`src/rtl/seq_restoring_divider_if.sv`:
```
// Operand/result bus for the sequential restoring divider.
// Handshake: a transfer happens on a rising edge where valid && ready; the producer
// holds valid and its data stable until that edge and never waits for ready first.
interface seq_restoring_divider_if #(parameter int N = 32);
   logic           in_valid;
   logic           in_ready;
   logic [2*N-1:0] dividend;
   logic [N-1:0]   divisor;
   logic           out_valid;
   logic           out_ready;
   logic [2*N-1:0] quotient;
   logic [N-1:0]   remainder;
   logic           div_by_zero;

   modport master (
      output in_valid, dividend, divisor, out_ready,
      input  in_ready, out_valid, quotient, remainder, div_by_zero
   );

   modport slave (
      input  in_valid, dividend, divisor, out_ready,
      output in_ready, out_valid, quotient, remainder, div_by_zero
   );
endinterface

```
`src/rtl/seq_restoring_divider.sv`:
```
// Radix-2 restoring divider: 2N-bit dividend / N-bit divisor, one quotient bit per clock.
// Results sit in dedicated output registers so they stay put outside the DONE window.
module seq_restoring_divider #(
   parameter int N = 32
) (
   input  logic                  clk,
   input  logic                  rst,
   seq_restoring_divider_if.slave bus,
   output logic [1:0]            dbg_state
);
   localparam int            CW   = $clog2(2 * N);
   localparam logic [CW-1:0] LAST = CW'(2 * N - 1);

   typedef enum logic [1:0] {
      S_IDLE = 2'd0,
      S_CALC = 2'd1,
      S_DONE = 2'd2
   } state_t;

   state_t          state_q, state_d;
   logic [N-1:0]    d_q, d_d;
   logic [2*N-1:0]  q_q, q_d;
   logic [N:0]      r_q, r_d;
   logic [CW-1:0]   cnt_q, cnt_d;
   logic [2*N-1:0]  quot_q, quot_d;
   logic [N-1:0]    rem_q, rem_d;
   logic            dbz_q, dbz_d;

   logic [N:0]      trial;
   logic [N:0]      diff;
   logic            fits;
   logic            accept;

   assign accept = bus.in_valid && (state_q == S_IDLE);
   assign trial  = {r_q[N-1:0], q_q[2*N-1]};
   assign diff   = trial - {1'b0, d_q};
   assign fits   = (trial >= {1'b0, d_q});

   always_ff @(posedge clk) begin
      if (rst) begin
         state_q <= S_IDLE;
         d_q     <= '0;
         q_q     <= '0;
         r_q     <= '0;
         cnt_q   <= '0;
         quot_q  <= '0;
         rem_q   <= '0;
         dbz_q   <= 1'b0;
      end else begin
         state_q <= state_d;
         d_q     <= d_d;
         q_q     <= q_d;
         r_q     <= r_d;
         cnt_q   <= cnt_d;
         quot_q  <= quot_d;
         rem_q   <= rem_d;
         dbz_q   <= dbz_d;
      end
   end

   always_comb begin
      state_d = state_q;
      case (state_q)
         S_IDLE: if (accept) state_d = (bus.divisor == '0) ? S_DONE : S_CALC;
         S_CALC: if (cnt_q == LAST) state_d = S_DONE;
         S_DONE: if (bus.out_ready) state_d = S_IDLE;
         default: state_d = S_IDLE;
      endcase
   end

   // Zero divisor bypasses the iteration and loads the saturated result directly.
   always_comb begin
      d_d    = d_q;
      q_d    = q_q;
      r_d    = r_q;
      cnt_d  = cnt_q;
      quot_d = quot_q;
      rem_d  = rem_q;
      dbz_d  = dbz_q;
      if (accept) begin
         d_d   = bus.divisor;
         q_d   = bus.dividend;
         r_d   = '0;
         cnt_d = '0;
         dbz_d = 1'b0;
         if (bus.divisor == '0) begin
            quot_d = '1;
            rem_d  = bus.dividend[N-1:0];
            dbz_d  = 1'b1;
         end
      end else if (state_q == S_CALC) begin
         r_d   = fits ? diff : trial;
         q_d   = {q_q[2*N-2:0], fits};
         cnt_d = cnt_q + CW'(1);
         if (cnt_q == LAST) begin
            quot_d = q_d;
            rem_d  = r_d[N-1:0];
         end
      end
   end

   always_comb begin
      bus.in_ready    = (state_q == S_IDLE);
      bus.out_valid   = (state_q == S_DONE);
      bus.quotient    = quot_q;
      bus.remainder   = rem_q;
      bus.div_by_zero = dbz_q;
      dbg_state       = state_q;
   end
endmodule

```
`src/flat_wrapper.sv`:
```
// flat-port wrapper written by rule: the top's interface ports become plain ports
module seq_restoring_divider_flat 
#(
   parameter int N = 32
)
  (clk, rst, dbg_state, bus_in_valid, bus_dividend, bus_divisor, bus_out_ready, bus_in_ready, bus_out_valid, bus_quotient, bus_remainder, bus_div_by_zero);
  seq_restoring_divider_if #(.N(N)) bus_i ();
  input  logic clk;
  input  logic rst;
  output logic [1:0] dbg_state;
  input wire logic [$bits(bus_i.in_valid)-1:0] bus_in_valid;
  input wire logic [$bits(bus_i.dividend)-1:0] bus_dividend;
  input wire logic [$bits(bus_i.divisor)-1:0] bus_divisor;
  input wire logic [$bits(bus_i.out_ready)-1:0] bus_out_ready;
  output wire logic [$bits(bus_i.in_ready)-1:0] bus_in_ready;
  output wire logic [$bits(bus_i.out_valid)-1:0] bus_out_valid;
  output wire logic [$bits(bus_i.quotient)-1:0] bus_quotient;
  output wire logic [$bits(bus_i.remainder)-1:0] bus_remainder;
  output wire logic [$bits(bus_i.div_by_zero)-1:0] bus_div_by_zero;
  assign bus_i.in_valid = bus_in_valid;
  assign bus_i.dividend = bus_dividend;
  assign bus_i.divisor = bus_divisor;
  assign bus_i.out_ready = bus_out_ready;
  assign bus_in_ready = bus_i.in_ready;
  assign bus_out_valid = bus_i.out_valid;
  assign bus_quotient = bus_i.quotient;
  assign bus_remainder = bus_i.remainder;
  assign bus_div_by_zero = bus_i.div_by_zero;
  seq_restoring_divider #(.N(N)) u_core (.clk(clk), .rst(rst), .bus(bus_i), .dbg_state(dbg_state));
endmodule
```
`config.mk`:
```
export PLATFORM = sky130hd
export DESIGN_NAME = seq_restoring_divider_flat
export DESIGN_NICKNAME = d
export VERILOG_FILES = /design/src/rtl/seq_restoring_divider_if.sv /design/src/rtl/seq_restoring_divider.sv /design/src/flat_wrapper.sv
export SDC_FILE = /design/constraint.sdc
export NUM_CORES = 1
export LEC_CHECK = 0
export CAP_MARGIN = 20
export CORE_MARGIN = 5
export CORE_UTILIZATION = 51
export CTS_CLUSTER_DIAMETER = 80
export DETAILED_ROUTE_END_ITERATION = 16
export PLACE_DENSITY = 0.78
export SLEW_MARGIN = 20
export SYNTH_ARGS = -nofsm -noshare
export SYNTH_HDL_FRONTEND = slang
export SYNTH_SLANG_ARGS = --single-unit
```
`constraint.sdc`:
```
create_clock -name clk -period 6.41 [get_ports clk]
set_input_delay 1.282 -clock clk [delete_from_list [all_inputs] [get_ports clk]]
set_output_delay 1.282 -clock clk [all_outputs]
set_load 0.01 [all_outputs]
```
==> run_results.csv <==
group,metric,value,unit
placement,place_area,13400,sq um
logic_synthesis,synthesis.area,11400,sq um
sta,rsz0062_at_grt,"no",
floorplan,die_w,160,microns
floorplan,core_area,21900,sq um
critical_path,cp_top_family,"compound AO/OA/AOI/OAI gates",
detailed_routing,wl,34.8,mm
detailed_routing,via_per_inst,5.87,
logic_synthesis,synth_top_cells_by_area,"dfxtp_1, nor2_1, a21oi_1, nand2_1, nor3_1",
critical_path,path_buf_inv,1,
floorplan,die_area,25400,sq um
logic_synthesis,synth_top_family_by_area,"simple AND/OR/NAND/NOR gates",
critical_path,startpoint_type,"flip-flop",
pwr,total_power,3960,uW
sta,period_minus_slack,4.11,ns
floorplan,num_rows,54,
critical_path,cp.required,6.81,ns
sta,setup_violations,0,
clock_network,cts_buffers,25,
finish,fillers,1916,
finish,drive_above_1_share,6.29,%
clock_network,cts.sinks,233,
floorplan,io_pins,201,
logic_synthesis,synth_simple_gate_area_share,26.9,%
clock_network,clkTransAtPathRegs,0.06,ns
clock_network,clkLatencyLatePin,0.54,ns
logic_synthesis,synth.most_common_cell,"nor2_1",
finish,multiInputGateArea,6130,sq um
global_routing,grt_pass1_wl,55.7,mm
clock_network,cts_tree,"built",
hold_path,min_path_type,"reg2reg",
logic_synthesis,synth_compound_area_share,20.6,%
logic_synthesis,synth.area.mux_share,0.176,%
detailed_routing,drc_errors,0,
global_routing,grt_pass1_vias,10400,
clock_network,h-tree-depth,1,
floorplan,floorplan.initialDensity,52.1,%
sta,period_share,64.1,%
finish,area.growth.synth_to_final,24.7,%
sta,relSlewSlack,28.3,%
outcome,status,"finished, final reports clean",
pwr,p_leak,0.00542,uW
floorplan,die_h,160,microns
critical_path,worstPathCellList,"inv_1 > ha_1 > a21oi_2 > o211ai_1 > a221oi_2 > o22ai_1 > a2111oi_4 > nor2_4 > a211oi_1 > o41ai_1",
global_routing,grt.overflow.total,0,
logic_synthesis,ys_types,71,
logic_synthesis,yosysSeqAreaShare,40.9,%
critical_path,critical-path-max-stage-delay,0.95,ns
detailed_routing,drtAntennaViolNets,0,
logic_synthesis,synth_nets,1596,
sta,final_max_slew_viol_count,0,
critical_path,cp_slowest_cell,"a2111oi_4",
logic_synthesis,yosys-top-cells-count,"nor2_1, dfxtp_1, nand2_1",
logic_synthesis,synth_seq_cells,233,
sta,fmax,243,MHz
sta,setup-tns-final,0,ns
logic_synthesis,ys.flop_type,"dfxtp_1",
placement,port_buffers,200,
critical_path,cp-end-kind,"flip-flop",
global_routing,grt_max_degree,102,
placement,place_inst,1845,
detailed_routing,num_vias,11100,
pwr,cellPowerDensity,279,nW/um^2
logic_synthesis,synth_edf_count,0,
finish,stdcell_count,1887,
pwr,vdd_drop_max,0.000156,V
sta,hold_viol_final,0,
sta,clock_skew,0.0110,ns
critical_path,path_class,"reg2reg",
logic_synthesis,yosys.area.top_type,"dfxtp_1",
logic_synthesis,synth_adder_area_share,3.80,%
finish,seq_area,4660,sq um
detailed_routing,drt-initial-drc-count,752,
clock_network,root_buffer,"clkbuf_16",
sta,layout_setup_ws,2.30,ns
finish,stdcell_area,14200,sq um
logic_synthesis,yosysWarnings,0,
finish,final_nets,1726,
clock_network,cts_buffer_depth,3,
clock_network,cts_setup_buffers,0,
run,max-cap-violations,0,
clock_network,post_cts_resized,0,
finish,insertedDiodeCount,0,
logic_synthesis,synth.avg_cell_area,7.80,sq um
logic_synthesis,synth_top_area_share,40.9,%
placement,pre_cts_ws,1.76,ns
placement,dp_hpwl,24.4,mm
global_routing,grt_use_total,26.0,%
critical_path,arrival,4.51,ns
logic_synthesis,async_reset_ff_share,0,%
global_routing,antenna_found_initial,0,
logic_synthesis,syn_inst,1462,
logic_synthesis,synth_xor_xnor_area_share,2.00,%
placement,gp_congestion,0.920,
critical_path,critPathMaxFanout,35,
clock_network,ctsHoldBuffers,0,
detailed_routing,drtPass1Iterations,5,
sta,worstMarginPinSlew,1.07,ns
detailed_routing,wire_per_inst,18.5,microns
[worst min-delay path, delay by kind of cell, from the launching register on]
kind	cells	cell delay, ns
AOI/OAI and AO/OA	1	0.05
DFF	1	0.31
and+or+nand+nor	1	0.05
[sequential cells by signal, indices dropped and copies added, names as in the netlist]
| signal | flops |
|---|---|
| u_core.r_q | 32 |
| u_core.d_q | 32 |
| u_core.cnt_q | 6 |
| u_core.bus.remainder | 32 |
| u_core.dbg_state | 2 |
| u_core.bus.div_by_zero | 1 |
| u_core.q_q | 64 |
| u_core.bus.quotient | 64 |
[power breakdown]
part / internal, uW / switching, uW / total [uW]
Combinational: 376 / 637 / 1010
Clock: 795 / 591 / 1390
Sequential: 1510 / 49.1 / 1560
[per-stage QoR]
step / utilization, % / hold slack [ns]
detailed placement: 61.3 / 0.448
CTS: 64.9 / 0.455
global placement: 61.3 / 0.447
floorplan: - / 0.436
global route: 64.9 / 0.468
finish: 64.9 / 0.454
[layout by cell type, fill, tap and decap left out, drive strengths merged, types with 11 or more instances in the layout]
master and instances:
inv 46, o21ai 36, and3 12, xor2 15
nand2 134, nand3b 22, a211oi 42, ha 33
a21o 13, nor4 40, nor3 93, clkbuf 35
nor2 291, and2 13, buf 16, a22oi 32
nand3 27, o211ai 14, dfxtp 233, clkdlybuf4s50 199
o41ai 17, a21oi 123, xnor2 11
[kinds of logic after synthesis]
logic type	Yosys count
AO/OA/AOI/OAI	336
XOR/XNOR	26
adder cells (fa/ha/maj)	34
buffers and inverters	157
flip-flops	233
multiplexers	2
AND/OR/NAND/NOR	674
[routing by layer]
layer  global-route usage (%)  share of wire [%]
met3                     4.53                6.9
met5                        0                  0
met1                     34.2                 43
met2                     43.6                 48
met4                     7.91                2.6
[final timing paths]
check / startpoint / end / slack, ns / cells past startpoint
hold / removal: u_core.d_q[17] / u_core.d_q[17] / 0.45 / 2
setup / recovery: u_core.d_q[18] / u_core.bus.remainder[14] / 2.30 / 10
setup reg to reg: u_core.d_q[18] / u_core.bus.remainder[14] / 2.30 / 10
hold reg to reg: u_core.d_q[17] / u_core.d_q[17] / 0.45 / 2
[layout make-up]
class                           count  share of cell area, %
Tap cell                          280                   2.46
Timing Repair Buffer              215                   14.9
Clock inverter                      7                  0.352
Multi-Input combinational cell   1072                   43.1
Inverter                           45                   1.19
Sequential cell                   233                   32.8
Clock buffer                       35                   5.16
(Power assumes the default switching activity.)
==> RTL edit 1 (config.mk and constraints unchanged) <==
`N` is set to 32 in 3 places; all go to 16.
--- a/src/rtl/seq_restoring_divider_if.sv
+++ b/src/rtl/seq_restoring_divider_if.sv
@@ -3,3 +3,3 @@
 // holds valid and its data stable until that edge and never waits for ready first.
-interface seq_restoring_divider_if #(parameter int N = 32);
+interface seq_restoring_divider_if #(parameter int N = 16);
    logic           in_valid;
--- a/src/rtl/seq_restoring_divider.sv
+++ b/src/rtl/seq_restoring_divider.sv
@@ -3,3 +3,3 @@
 module seq_restoring_divider #(
-   parameter int N = 32
+   parameter int N = 16
 ) (
--- a/src/flat_wrapper.sv
+++ b/src/flat_wrapper.sv
@@ -3,3 +3,3 @@
 #(
-   parameter int N = 32
+   parameter int N = 16
 )
Interface: changed (resized bus_dividend, bus_divisor, bus_quotient and bus_remainder); port bits go from 201 to 105. The function was not compared with the original's and may differ.
==> RTL edit 1 against the original RTL <==
Synthesized area decreased by 51%; core utilization increased by 2.8 points; largest power group is now clock; final area decreased by 48%; maximum frequency increased by 25%; global-route usage decreased by 2.4 points; worst hold slack about the same; critical path type is now in -> reg; via count decreased by 51%; power decreased by 42%; wire length decreased by 55%; die area decreased by 48%; first-iteration DRC count decreased by 47%; setup slack improved by 830 ps; largest cell class unchanged; sequential cell count decreased by 113.
==> RTL edit 1: results (changes against the original RTL) <==
status: finished, final reports clean (unchanged)
share of layout cells above drive strength 1: 6.33% (was 6.29%)
mux cell area share after synthesis: 2.23% (was 0.176%)
synth top area cells: dfxtp_1, nand2_1, nor3_1, nor2_1, a21oi_1 (was dfxtp_1, nor2_1, a21oi_1, nand2_1, nor3_1)
highest-delay cell along the critical path: clkdlybuf4s50_1 (was a2111oi_4)
r2r endpoint: u_core.bus.remainder[10] (was u_core.bus.remainder[14])
top cell family by delay on the critical path: simple AND/OR/NAND/NOR gates (was compound AO/OA/AOI/OAI gates)
vias per cell: 5.80 (was 5.87)
final setup skew: 11.2 ps (was 11.0 ps)
Synth Area in XOR/XNOR: 2.34% (was 2.00%)
number of H-tree levels: 4 (was 1)
Internal: 1630 uW (was 2680 uW)
Cells after DPL: 914 (was 1845)
# fillers: 901 (was 1916)
pin count of the biggest net entering global routing: 61 (was 102)
Seq/Total Area, Yosys: 42.8% (was 40.9%)
Final Wtd Congestion: 0.887 (was 0.920)
DRT iter0 DRCs: 395 (was 752)
Routed met3 length: 1140 um (was 2400 um)
Compound-Gate Fraction of Synth Area: 18.8% (was 20.6%)
delay of the slowest critical-path stage: 420 ps (was 950 ps)
Hold Startpoint: u_core.d_q[7] (was u_core.d_q[17])
CTS root buf: clkbuf_8 (was clkbuf_16)
Finished Layout Cells: 946 (was 1887)
crit path launch: bus_divisor[2] (was u_core.d_q[18])
WHS: 454 ps (about the same)
met3 usage in global routing: 5.37% (was 4.53%)
Mapped Nets: 785 (was 1596)
Max VDD drop: 184 uV (was 156 uV)
Commonest cells post-synth: nand2_1, dfxtp_1, nor2_1 (was nor2_1, dfxtp_1, nand2_1)
cells after synthesis: 714 (was 1462)
NumNets Final: 864 (was 1726)
unique cell type count in the Yosys netlist: 55 (was 71)
Num CTS Buffers: 17 (was 25)
Synth Area in Adders: 4.37% (was 3.80%)
Worst-Margin Slew: 910 ps (was 1070 ps)
vias in the first global route: 5236 (was 10413)
Worst Path Max Fanout: 41 (was 35)
I/O Buffers: 104 (was 200)
R2R Setup Slk: 3330 ps (was 2300 ps)
[RTL edit 1: cell types whose count changed in the layout (fill, tap and decap cells not counted), sizes merged, moves of 16 or more]
cell           delta
nor3             -26
clkdlybuf4s50    -96
nand3b           -21
a21oi            -64
nor4             -35
a22oi            -25
a211oi           -37
o41ai            -16
dfxtp           -113
nor2            -206
clkbuf           -16
inv              -25
[RTL edit 1: per-stage QoR]
stage | instance area (um2) | setup slack, ps | utilization (%)
floorplan | 5620 | 3640 | -
global placement | 6670 | 2710 | 61.5
detailed placement | 6690 | 2600 | 61.7
CTS | 7340 | 3140 | 67.7
global route | 7340 | 3010 | 67.7
finish | 7340 | 3130 | 67.7
[RTL edit 1: cell type report]
| type | count | share of cell area (%) |
|---|---|---|
| multi-input combinational | 525 | 40.1 |
| tap | 140 | 2.39 |
| inverter | 18 | 0.920 |
| sequential | 120 | 32.7 |
| clock inverter | 13 | 2.93 |
| timing repair buffer | 111 | 15.1 |
| clock buffer | 19 | 5.88 |
==> RTL edit 2 (same flow settings) <==
Without the edit above. Reset style: asynchronous (`rst`), changed in one clocked block.
--- a/src/rtl/seq_restoring_divider.sv
+++ b/src/rtl/seq_restoring_divider.sv
@@ -38,3 +38,3 @@
 
-   always_ff @(posedge clk) begin
+   always_ff @(posedge clk or posedge rst) begin
       if (rst) begin
Function: differs if rst is asserted again (counterexample within 4 cycles, from zero or initial values and one cycle with rst high); with rst held inactive, the same outputs for 10 cycles.
==> RTL edit 2 against the original RTL <==
Synthesized area up 2.1%; final area increased by 3.2%; final cell count shrank 6.8%; clock skew increased by 3.3 ps; sequential cell count unchanged; first-iteration DRC count grew 26%; worst hold slack improved by 32 ps; setup slack gained 330 ps; critical path depth rose by 1; wire length down 5.1%; critical path type is now in -> reg.
Power is not compared: it rests on default switching activity, and its combinational part moved more than twofold at a synthesized area within 25%.
==> RTL edit 2: results (changes against the original RTL) <==
# fillers: 1875 (was 1916)
clock latency on the worst-skew pair: 510 ps (was 540 ps)
highest-delay cell along the critical path: clkdlybuf4s50_1 (was a2111oi_4)
Seq/Total Area, Yosys: 50.1% (was 40.9%)
unique cell type count in the Yosys netlist: 70 (was 71)
Synth Area in XOR/XNOR: 2.03% (was 2.00%)
WL final: 33100 um (was 34800 um)
drt first pass iters: 5 (unchanged)
async set-reset flop share out of synthesis: 100% (was 0%)
share of layout cells above drive strength 1: 6.45% (was 6.29%)
Cells after DPL: 1712 (was 1845)
Num CTS Buffers: 25 (unchanged)
WHS: 486 ps (was 454 ps)
Synth Area in Adders: 3.72% (was 3.80%)
hpwl dp: 23800 um (was 24400 um)
relative slew slack: 37.5% (was 28.3%)
mux cell area share after synthesis: 0.451% (was 0.176%)
n_diodes: 0 (unchanged)
Commonest cells post-synth: nand2_1, dfrtp_1, nor2_1 (was nor2_1, dfxtp_1, nand2_1)
Max Root-Sink Buffers: 3 (unchanged)
hold path depth: 1 (was 2)
synth top area cells: dfrtp_1, nand2_1, a31oi_1, ha_1, nor2_1 (was dfxtp_1, nor2_1, a21oi_1, nand2_1, nor3_1)
total global-route track usage: 24.6% (was 26.0%)
crit path launch: bus_divisor[26] (was u_core.d_q[18])
top cell family by delay on the critical path: simple AND/OR/NAND/NOR gates (was compound AO/OA/AOI/OAI gates)
final setup skew: 14.3 ps (was 11.0 ps)
Setup crit end: u_core.bus.remainder[31] (was u_core.bus.remainder[14])
NumNets Final: 1590 (was 1726)
critical path arrival: 4150 ps (was 4510 ps)
Compound-Gate Fraction of Synth Area: 18.8% (was 20.6%)
CTS root buf: clkbuf_16 (unchanged)
vias per cell: 5.86 (was 5.87)
R2R Setup Slk: 2850 ps (was 2300 ps)
r2r endpoint: u_core.bus.remainder[23] (was u_core.bus.remainder[14])
Final Wtd Congestion: 0.923 (was 0.920)
delay of the slowest critical-path stage: 450 ps (was 950 ps)
CTS clock-pin slew for the worst setup and hold paths: 60 ps (about the same)
leakage power: 0.00633 uW
# Post-CTS Setup Buffers: 0 (unchanged)
worst reg2reg startpoint: u_core.r_q[19] (was u_core.d_q[18])
vias in the first global route: 9735 (was 10413)
cell area after layout: 14700 um2 (was 14200 um2)
TNS Setup: 0 ps (unchanged)
Worst Path Max Fanout: 33 (was 35)
global-route wire length before repair: 52400 um (was 55700 um)
I/O Buffers: 200 (unchanged)
initial antenna violation count: 0 (unchanged)
status: finished, final reports clean (unchanged)
reg2reg path depth: 10 (unchanged)
WHS Endpoint: u_core.bus.quotient[33] (was u_core.d_q[17])
synthesized area per cell: 9.00 um2 (was 7.80 um2)
pin count of the biggest net entering global routing: 146 (was 102)
DRT iter0 DRCs: 944 (was 752)
Max VDD drop: 242 uV
Area after DPL: 13800 um2 (was 13400 um2)
Hold Startpoint: u_core.bus.quotient[33] (was u_core.d_q[17])
Mapped Nets: 1428 (was 1596)
Finished Layout Cells: 1759 (was 1887)
==> RTL edit 2: cell types whose count changed in the layout (fill, tap and decap cells not counted), moves of 30 or more <==
cell      change
o22a_1       +33
nor3_1       -79
dfxtp_1     -233
o21ai_0      +34
dfrtp_1     +233
nand2_1     +166
a211oi_1     -38
a21oi_1      -67
a31oi_1      +64
nor4_1       -30
nor2_1      -183
nand3_1      +47
==> RTL edit 2: cell families (layout without fill, tap and decap cells) <==
logic type	after synthesis	in the layout
xor+xnor	27	27
simple gates	555	555
buf+inv	123	303
fa+ha+maj	34	34
mux	5	5
compound gates	317	317
flops	233	233
==> RTL edit 2: area by class of cell <==
| cell class | count | share of cell area [%] |
|---|---|---|
| flip-flops and latches | 233 | 39.7 |
| multi-input cells | 938 | 36.3 |
| repair buffers | 216 | 14.7 |
| clock buffers | 38 | 5.07 |
| well taps | 285 | 2.43 |
| inverters | 42 | 1.10 |
| clock inverters | 7 | 0.648 |
==> RTL edit 2: per-layer routing <==
layer	vias up	share of wire, %	global-route usage [%]
li1	4866	-	-
met1	4954	46	37.1
met2	438	45	38.4
met3	45	7.7	3.55
met4	0	1.9	5.20
met5	-	0	0
==> RTL edit 2: metrics by stage <==
| step | power [uW] | setup WS [ps] |
|---|---|---|
| final | 8410 | 2630 |
| after global routing | 8980 | 2490 |
| after CTS | 8350 | 2640 |
| after detailed placement | 6870 | 2110 |
| after global placement | 6740 | 2170 |
| after floorplan | 5540 | 2080 |
==> RTL edit 2: where the power goes <==
part           internal [uW]  total [uW]  leakage [uW]  switching, uW
Combinational           1810        4430       0.00317           2620
Clock                    881        1460      0.000410            583
Sequential              2070        2510       0.00275            441
Total                   4760        8410       0.00633           3650
